### config.mk
export PLATFORM = sky130hd
export DESIGN_NAME = gate_truth_sequencer_flat
export DESIGN_NICKNAME = d
export VERILOG_FILES = /design/src/rtl/gate_truth_sequencer_pkg.sv /design/src/rtl/gate_truth_sequencer_if.sv /design/src/rtl/gate_dwell_timer.sv /design/src/rtl/gate_truth_sequencer.sv /design/src/flat_wrapper.sv
export SDC_FILE = /design/constraint.sdc
export NUM_CORES = 1
export LEC_CHECK = 0
export CAP_MARGIN = 20
export CORE_UTILIZATION = 52
export DETAILED_ROUTE_END_ITERATION = 10
export MAX_ROUTING_LAYER = met4
export PLACE_DENSITY = 0.82
export SYNTH_ARGS = -nofsm -noshare
export SYNTH_HDL_FRONTEND = slang
export SYNTH_SLANG_ARGS = --single-unit
### constraint.sdc
create_clock -name clk -period 3.4 [get_ports clk]
set_input_delay 0.34 -clock clk [delete_from_list [all_inputs] [get_ports clk]]
set_output_delay 0.34 -clock clk [all_outputs]
set_load 0.02 [all_outputs]
### src/rtl/gate_truth_sequencer_pkg.sv
// Shared types and constants for the gate truth-table sequencer.
package gate_truth_sequencer_pkg;

  // Controller states; encodings are fixed so board-level debug can decode them.
  typedef enum logic [1:0] {
    ST_IDLE  = 2'd0,
    ST_APPLY = 2'd1,
    ST_DONE  = 2'd2
  } state_e;

  // Truth tables for common 2-input gates: bit i is the expected output for vector i.
  localparam logic [3:0] TT_AND2  = 4'b1000;
  localparam logic [3:0] TT_OR2   = 4'b1110;
  localparam logic [3:0] TT_XOR2  = 4'b0110;
  localparam logic [3:0] TT_NAND2 = 4'b0111;

  // Width of a counter that must reach max_val (never narrower than one bit).
  function automatic int cnt_width(input int max_val);
    return (max_val > 1) ? $clog2(max_val + 1) : 1;
  endfunction

endpackage

### src/rtl/gate_truth_sequencer_if.sv
// Command, result and gate-stimulus signals of the truth-table sequencer.
// slave is the sequencer itself; master is the host plus gate under test.
interface gate_truth_sequencer_if #(
  parameter int N_IN = 2
);
  logic            start;
  logic            abort;
  logic [N_IN-1:0] gate_in;
  logic            gate_out;
  logic            busy;
  logic            done;
  logic            pass;
  logic [N_IN:0]   err_count;
  logic [N_IN-1:0] first_fail_vec;

  modport master (
    output start, abort, gate_out,
    input  gate_in, busy, done, pass, err_count, first_fail_vec
  );

  modport slave (
    input  start, abort, gate_out,
    output gate_in, busy, done, pass, err_count, first_fail_vec
  );
endinterface

### src/rtl/gate_dwell_timer.sv
// Dwell timer: counts 0..DWELL-1 while enabled, flags the last dwell cycle and
// wraps to 0 so the next vector starts a fresh dwell window.
module gate_dwell_timer
  import gate_truth_sequencer_pkg::*;
#(
  parameter int DWELL = 4
) (
  input  logic clk,
  input  logic rst_n,
  input  logic clr,
  input  logic en,
  output logic last
);
  localparam int CW = cnt_width(DWELL - 1);
  localparam logic [CW-1:0] CNT_LAST = CW'(DWELL - 1);

  logic [CW-1:0] cnt_q;
  logic [CW-1:0] cnt_d;

  // Last-cycle flag comes straight off the count register.
  assign last = (cnt_q == CNT_LAST);

  // Next count: clear wins, otherwise advance and wrap after the last cycle.
  always_comb begin
    cnt_d = cnt_q;
    if (clr) begin
      cnt_d = '0;
    end else if (en) begin
      if (last) begin
        cnt_d = '0;
      end else begin
        cnt_d = cnt_q + CW'(1);
      end
    end else begin
      cnt_d = cnt_q;
    end
  end

  // Count register.
  always_ff @(posedge clk or negedge rst_n) begin
    if (!rst_n) begin
      cnt_q <= '0;
    end else begin
      cnt_q <= cnt_d;
    end
  end
endmodule

### src/rtl/gate_truth_sequencer.sv
// Walks a small combinational gate through every input vector, holds each one
// for DWELL cycles, checks the sampled output against TRUTH and reports the
// mismatch count plus the first failing vector. All outputs are registered.
module gate_truth_sequencer
  import gate_truth_sequencer_pkg::*;
#(
  parameter int                     N_IN  = 2,
  parameter int                     DWELL = 4,
  parameter logic [(1<<N_IN)-1:0]   TRUTH = TT_AND2
) (
  input logic                    clk,
  input logic                    rst_n,
  gate_truth_sequencer_if.slave  bus
);
  localparam logic [N_IN-1:0] VEC_LAST = {N_IN{1'b1}};

  state_e          state_q, state_d;
  logic [N_IN-1:0] vec_q, vec_d;
  logic            busy_q, busy_d;
  logic            done_q, done_d;
  logic            pass_q, pass_d;
  logic [N_IN:0]   err_q, err_d;
  logic [N_IN-1:0] ffv_q, ffv_d;
  logic            timer_clr;
  logic            timer_en;
  logic            dwell_last;

  gate_dwell_timer #(
    .DWELL (DWELL)
  ) u_dwell (
    .clk   (clk),
    .rst_n (rst_n),
    .clr   (timer_clr),
    .en    (timer_en),
    .last  (dwell_last)
  );

  // Next-state, vector counter and result bookkeeping.
  always_comb begin
    state_d   = state_q;
    vec_d     = vec_q;
    busy_d    = busy_q;
    done_d    = 1'b0;
    pass_d    = pass_q;
    err_d     = err_q;
    ffv_d     = ffv_q;
    timer_clr = 1'b0;
    timer_en  = 1'b0;
    case (state_q)
      ST_IDLE: begin
        vec_d     = '0;
        busy_d    = 1'b0;
        timer_clr = 1'b1;
        if (bus.start && !bus.abort) begin
          state_d = ST_APPLY;
          busy_d  = 1'b1;
          err_d   = '0;
          ffv_d   = '0;
          pass_d  = 1'b0;
        end else begin
          state_d = ST_IDLE;
        end
      end
      ST_APPLY: begin
        if (bus.abort) begin
          // Partial err_count/first_fail_vec stay visible for debug.
          state_d   = ST_IDLE;
          vec_d     = '0;
          busy_d    = 1'b0;
          pass_d    = 1'b0;
          timer_clr = 1'b1;
        end else begin
          timer_en = 1'b1;
          if (dwell_last) begin
            if (bus.gate_out != TRUTH[vec_q]) begin
              err_d = err_q + (N_IN+1)'(1);
              if (err_q == '0) begin
                ffv_d = vec_q;
              end else begin
                ffv_d = ffv_q;
              end
            end else begin
              err_d = err_q;
            end
            // Equality test on the last vector: the counter never wraps in a run.
            if (vec_q == VEC_LAST) begin
              state_d = ST_DONE;
              vec_d   = '0;
              busy_d  = 1'b0;
              done_d  = 1'b1;
              pass_d  = (err_d == '0);
            end else begin
              vec_d = vec_q + N_IN'(1);
            end
          end else begin
            vec_d = vec_q;
          end
        end
      end
      ST_DONE: begin
        state_d   = ST_IDLE;
        vec_d     = '0;
        busy_d    = 1'b0;
        timer_clr = 1'b1;
      end
      default: begin
        state_d   = ST_IDLE;
        vec_d     = '0;
        busy_d    = 1'b0;
        timer_clr = 1'b1;
      end
    endcase
  end

  // State and result registers.
  always_ff @(posedge clk or negedge rst_n) begin
    if (!rst_n) begin
      state_q <= ST_IDLE;
      vec_q   <= '0;
      busy_q  <= 1'b0;
      done_q  <= 1'b0;
      pass_q  <= 1'b0;
      err_q   <= '0;
      ffv_q   <= '0;
    end else begin
      state_q <= state_d;
      vec_q   <= vec_d;
      busy_q  <= busy_d;
      done_q  <= done_d;
      pass_q  <= pass_d;
      err_q   <= err_d;
      ffv_q   <= ffv_d;
    end
  end

  assign bus.gate_in        = vec_q;
  assign bus.busy           = busy_q;
  assign bus.done           = done_q;
  assign bus.pass           = pass_q;
  assign bus.err_count      = err_q;
  assign bus.first_fail_vec = ffv_q;
endmodule

### src/flat_wrapper.sv
// flat-port wrapper written by rule: the top's interface ports become plain ports
module gate_truth_sequencer_flat import gate_truth_sequencer_pkg::*;
#(
  parameter int                     N_IN  = 2,
  parameter int                     DWELL = 4,
  parameter logic [(1<<N_IN)-1:0]   TRUTH = TT_AND2
)
  (clk, rst_n, bus_start, bus_abort, bus_gate_out, bus_gate_in, bus_busy, bus_done, bus_pass, bus_err_count, bus_first_fail_vec);
  gate_truth_sequencer_if #(.N_IN(N_IN)) bus_i ();
  input logic clk;
  input logic rst_n;
  input wire logic [$bits(bus_i.start)-1:0] bus_start;
  input wire logic [$bits(bus_i.abort)-1:0] bus_abort;
  input wire logic [$bits(bus_i.gate_out)-1:0] bus_gate_out;
  output wire logic [$bits(bus_i.gate_in)-1:0] bus_gate_in;
  output wire logic [$bits(bus_i.busy)-1:0] bus_busy;
  output wire logic [$bits(bus_i.done)-1:0] bus_done;
  output wire logic [$bits(bus_i.pass)-1:0] bus_pass;
  output wire logic [$bits(bus_i.err_count)-1:0] bus_err_count;
  output wire logic [$bits(bus_i.first_fail_vec)-1:0] bus_first_fail_vec;
  assign bus_i.start = bus_start;
  assign bus_i.abort = bus_abort;
  assign bus_i.gate_out = bus_gate_out;
  assign bus_gate_in = bus_i.gate_in;
  assign bus_busy = bus_i.busy;
  assign bus_done = bus_i.done;
  assign bus_pass = bus_i.pass;
  assign bus_err_count = bus_i.err_count;
  assign bus_first_fail_vec = bus_i.first_fail_vec;
  gate_truth_sequencer #(.N_IN(N_IN), .DWELL(DWELL), .TRUTH(TRUTH)) u_core (.clk(clk), .rst_n(rst_n), .bus(bus_i));
endmodule
# Word level (Yosys, flattened, before mapping)
# Cells that the tools add are included.
# totals
regBits	14
input_bits	5
output_inout_bits	10
word_cells	80
# op_classes
n_addsub	3
order_cmp	1
eq_ne	11
mux	46
reduce_logical	11
# ops
cell	n
$mux 2	15
$mux 3	7
$mux 1	18
$ne 2x1->1 const B	4
$pmux 2 s2	2
$reduce_and 4->1	2
$logic_not 3->1	2
$ne 3x2->1 const B	2
$pmux 3 s2	1
$reduce_and 6->1	1
$add 2x1->2 const B	2
$eq 2x2->1 const B	2
$pmux 1 s2	2
$reduce_bool 2->1	2
$add 3x1->3 const B	1
$lt 2x3->1 const B	1
$bmux 1 s2	1
$eq 2x1->1 const B	1
$logic_not 2->1	1
$ne 2x2->1 const B	1
$reduce_and 2->1	1
$logic_and 1x1->1	1
$logic_not 1->1	1
$ne 1x1->1	1

# Longest topological paths before layout
# logic_depth
depth_word	12
mapped_depth	6
depth_no_buf	6

# Modules after synthesis
# Synthesis repeated with hierarchy kept, for this count alone.
# hier_totals
cells_unflattened	70
hier_area_um2	724.4
# modules_own_cells
mod	instances	cells_per_inst	area_each_um2	seq_area_each_um2
gate_truth_sequencer	1	62	624.3	300.3
gate_dwell_timer	1	8	100.1	50.0

# Least setup slack after synthesis
# OpenSTA, ideal clock, no wires.
# synth_timing
kind	register -> register
from	register u_core.vec_q[0] (netlist: u_core.bus.gate_in[0])
to	register u_core.ffv_q[0] (netlist: u_core.bus.first_fail_vec[0])
setup_ps	125
arrival_ps	1669
required_ps	3275
slack_ps	1606
path_stages_with_launch	6
path_buffers	0
synth_period_minus_slack_ps	1794
cell_sequence	dfrtp_1 -> ha_1 -> xnor2_1 -> and4bb_1 -> o21ai_2 -> mux2_2
# synth_via
elab_chain_cells	5
elab_cells_between_ends	10
classes_between	2 x eq/ne; 7 x mux; 1 x reduce/logical
# synth_rtl
element	line_no	rtl
from (decl)	gate_truth_sequencer.sv:18	logic [N_IN-1:0] vec_q, vec_d;
from (signal assigned)	gate_truth_sequencer.sv:127	vec_q <= vec_d;
$bmux 1 s2 / $mux 2 (equally long branches)	gate_truth_sequencer.sv:75, gate_truth_sequencer.sv:77	
$mux 1 (implied by the code) / $mux 2 (equally long branches)	gate_truth_sequencer.sv:75	if (bus.gate_out != TRUTH[vec_q]) begin
$ne 1x1->1 / $mux 2 (equally long branches)	gate_truth_sequencer.sv:75, gate_truth_sequencer.sv:74	
$ne 2x1->1 (no line) / $mux 2 (equally long branches)	n/a	
$reduce_and 6->1 (no line) / $pmux 2 s2 (equally long branches)	n/a	
to (signal assigned)	gate_truth_sequencer.sv:132	ffv_q <= ffv_d;
to (decl)	gate_truth_sequencer.sv:23	logic [N_IN-1:0] ffv_q, ffv_d;
# Several ways; a longest one is shown, not always the timed one. The select of a mux whose other input is x is not followed.
# A chain may end at the register's enable or synchronous reset.

# Final worst setup path
# Ends and elaborated chain as after synthesis.

==> results.md <==
* Critical-path maximum fanout at 6
* Distinct cell type count of the synthesized netlist at 26
* Nets at 99
* H-tree Lvls at 1
* Final setup fails at 0
* FMAX at 0.555 GHz
* Clk root buf: clkbuf_4
* Area delta synth->final at 25.4%
* Clk pin slew, worst setup/hold paths at 0.09 ns
* PD cells at 339 nW/um^2
* Max VDD drop at 0.257 mV
* Top delay family on crit path: flip-flops
* TritonCTS buffer count at 3
* Setup Buffers After CTS at 0
* Residual DRC at 0
* Die Area at 1600 um^2
* Crit path cell chain: ha_1 -> xnor2_1 -> and4bb_1 -> o21ai_2 -> mux2_2
* Fill cells at 103
* Placer Congestion at 0.841
* Fraction of layout cells with a size suffix above 1 at 0.0795
* Period minus WS final at 1.80 ns
* Mapped Cells at 71
* Seq. cell area at 350 um^2
* Worst hold path class: in2async
* Routed WL at 1560 um
* Post-cts resize count at 0
* Sink Count at 14
* Gr usage total at 0.243
* Port bufs at 14
* Largest net degree at the start of global routing at 15
* Top FF cell, synth: dfrtp_1
* Slowest-stage cell, CP: dfrtp_1
* Max-cap viol count at 0
* Worst Tran Pin Value at 0.664 ns
* Final hold vios at 0
* Drt first-iter violations at 7
* Worst path required time at 3.57 ns
* Antenna viol nets, final at 0
* Syn nets at 81
* CP arrival at 1.97 ns
* DR pass1 iterations at 4
* Rel. slew slack at 0.556
* Multi-input logic area at 383 um^2
* Site Rows at 13
* Leading area contributor after synthesis: dfrtp_1
* Initial antenna violation count at 0
* Worst path bufs/invs at 0
* Detailed Place HPWL at 1160 um
* Synth warnings at 0
* Post-synth EDFFs at 0
* Max-slew violations at 0
* Ys async rst share at 1.00
* Skew-Pair Late Insertion Delay at 0.28 ns
* Tcrit/Tclk final at 0.530
* Initial core utilization at 0.569
* Antenna cell count at 0
* FF-to-FF setup slack at 1.60 ns
* Ports at 15
* Startpoint class of the critical path: flip-flop
* Setup Skew at 0.00347 ns
* Avg Inst Size Synth at 10.6 um^2
* Die height at 40.0 um
* Area fraction of the dominant cell type after synthesis at 0.467
* Placeable Area at 1320 um^2
* Max Buffers Root-to-Sink at 2
* Sequential element share of the synthesized area at 0.467
* Seq cells post-synth at 14
* Crit path largest cell delay at 0.43 ns
* Via count at 579
* Hold_buf cts at 0
* Leakage at 0.431 nW
* TNS Setup at 0 ns
* GRT overflow at 0
* Worst setup EP type: flip-flop
* Wire per inst at 15.2 um
* First-pass GRT wire length at 2410 um
* Vias in the first global route at 570
* RSZ-0062 raised after global routing: false
* Largest cells by area after synthesis: dfrtp_1 (47%), ha_1 (8.3%), mux2i_1 (5.3%), o21ai_0 (3.3%), mux2_2 (3.0%)
* Vias per cell at 5.62
* Final core occ at 0.713
* Synthesized area at 749 um^2
* CTS tree: built
* Crit path kind: reg2reg
* Status: completed
* Die Wd at 40.0 um
-- worst paths after layout --
path,to,cells after the start,startpoint
min in group clk,u_core.u_dwell.cnt_q[0],1,u_core.u_dwell.cnt_q[0]
worst min-delay path,u_core.bus.done,1,rst_n
worst min register to register,u_core.u_dwell.cnt_q[0],1,u_core.u_dwell.cnt_q[0]
max in group asynchronous,u_core.bus.first_fail_vec[0],1,rst_n
worst max register to register,u_core.bus.first_fail_vec[0],5,u_core.bus.gate_in[0]
worst max-delay path,u_core.bus.first_fail_vec[0],5,u_core.bus.gate_in[0]
-- state kept, by name, indices dropped and copies added, names as in the netlist --
signal,cells
u_core.bus.gate_in,2
u_core.bus.pass,1
u_core.bus.done,1
u_core.bus.busy,1
u_core.u_dwell.cnt_q,2
u_core.bus.first_fail_vec,2
u_core.bus.err_count,3
u_core.state_q,2
-- power breakdown --
| part | internal [mW] | switching, mW | leakage [nW] |
|---|---|---|---|
| Combinational | 0.0115 | 0.0139 | 0.217 |
| Clock | 0.0652 | 0.0559 | 0.0210 |
| Sequential | 0.169 | 0.00347 | 0.193 |
| Total | 0.246 | 0.0732 | 0.431 |
-- synth_stat cells, types with 3 or more instances --
cell type / n
dfrtp_1: 14
ha_1: 5
inv_1: 3
mux2i_1: 4
nand2_1: 5
nor2_1: 6
nor3_1: 3
o21ai_0: 5
-- metrics by stage --
step / area (um^2) / setup WS [ns] / cells / power, mW / hold WS [ns]
after floorplan: 749 / 1.61 / 71 / 0.188 / 0.0444
after global placement: 903 / 1.51 / 99 / 0.200 / 0.432
after detailed placement: 903 / 1.45 / 99 / 0.202 / 0.437
after CTS: 940 / 1.58 / 103 / 0.320 / 0.449
after global routing: 940 / 1.50 / 103 / 0.330 / 0.472
final: 940 / 1.60 / 103 / 0.319 / 0.452
-- layer usage --
metal | GRT usage | part of all wire | vias to the layer above
met5 | - | 0 | -
met2 | 0.383 | 0.48 | 13
met4 | 0.129 | 0.018 | 0
met3 | 0.0500 | 0.036 | 4
met1 | 0.289 | 0.46 | 277
li1 | - | - | 285
-- area by class of cell --
| type | count | share of cell area |
|---|---|---|
| inverters | 3 | 0.0120 |
| multi-input cells | 53 | 0.407 |
| clock buffers | 4 | 0.0386 |
| well taps | 15 | 0.0200 |
| repair buffers | 14 | 0.149 |
| flip-flops and latches | 14 | 0.373 |
-- logic make-up after synthesis --
logic type | after synthesis | synth area share
AOI/OAI and AO/OA | 13 | 0.110
muxes | 6 | 0.0835
xor gates and xnor gates | 4 | 0.0468
and+or+nand+nor | 25 | 0.187
buffers and inverters | 4 | 0.0217
adders and majority gates | 5 | 0.0835
DFF | 14 | 0.467
-- cell usage in the layout (no fill, tap or decap) --
cell | netlist | routed
clkdlybuf4s50_1 | 0 | 14
dfrtp_1 | 14 | 14
nor2_1 | 6 | 6
nand2_1 | 5 | 5
o21ai_0 | 5 | 5
ha_1 | 5 | 5
mux2i_1 | 4 | 4
inv_1 | 3 | 3
nor3_1 | 3 | 3
clkbuf_4 | 0 | 3
xnor2_1 | 2 | 2
nor2b_1 | 2 | 2
o31ai_1 | 2 | 2
and3b_1 | 2 | 2
mux2_2 | 2 | 2
a21oi_1 | 2 | 2
and3_1 | 2 | 2
xor2_1 | 2 | 2
nand4bb_1 | 1 | 1
and2_1 | 1 | 1
a31oi_1 | 1 | 1
and4bb_1 | 1 | 1
o21ai_2 | 1 | 1
nand3_1 | 1 | 1
nand2b_1 | 1 | 1
o31a_1 | 1 | 1
a31o_1 | 1 | 1
clkbuf_8 | 0 | 1
(Power assumes the default switching activity.)
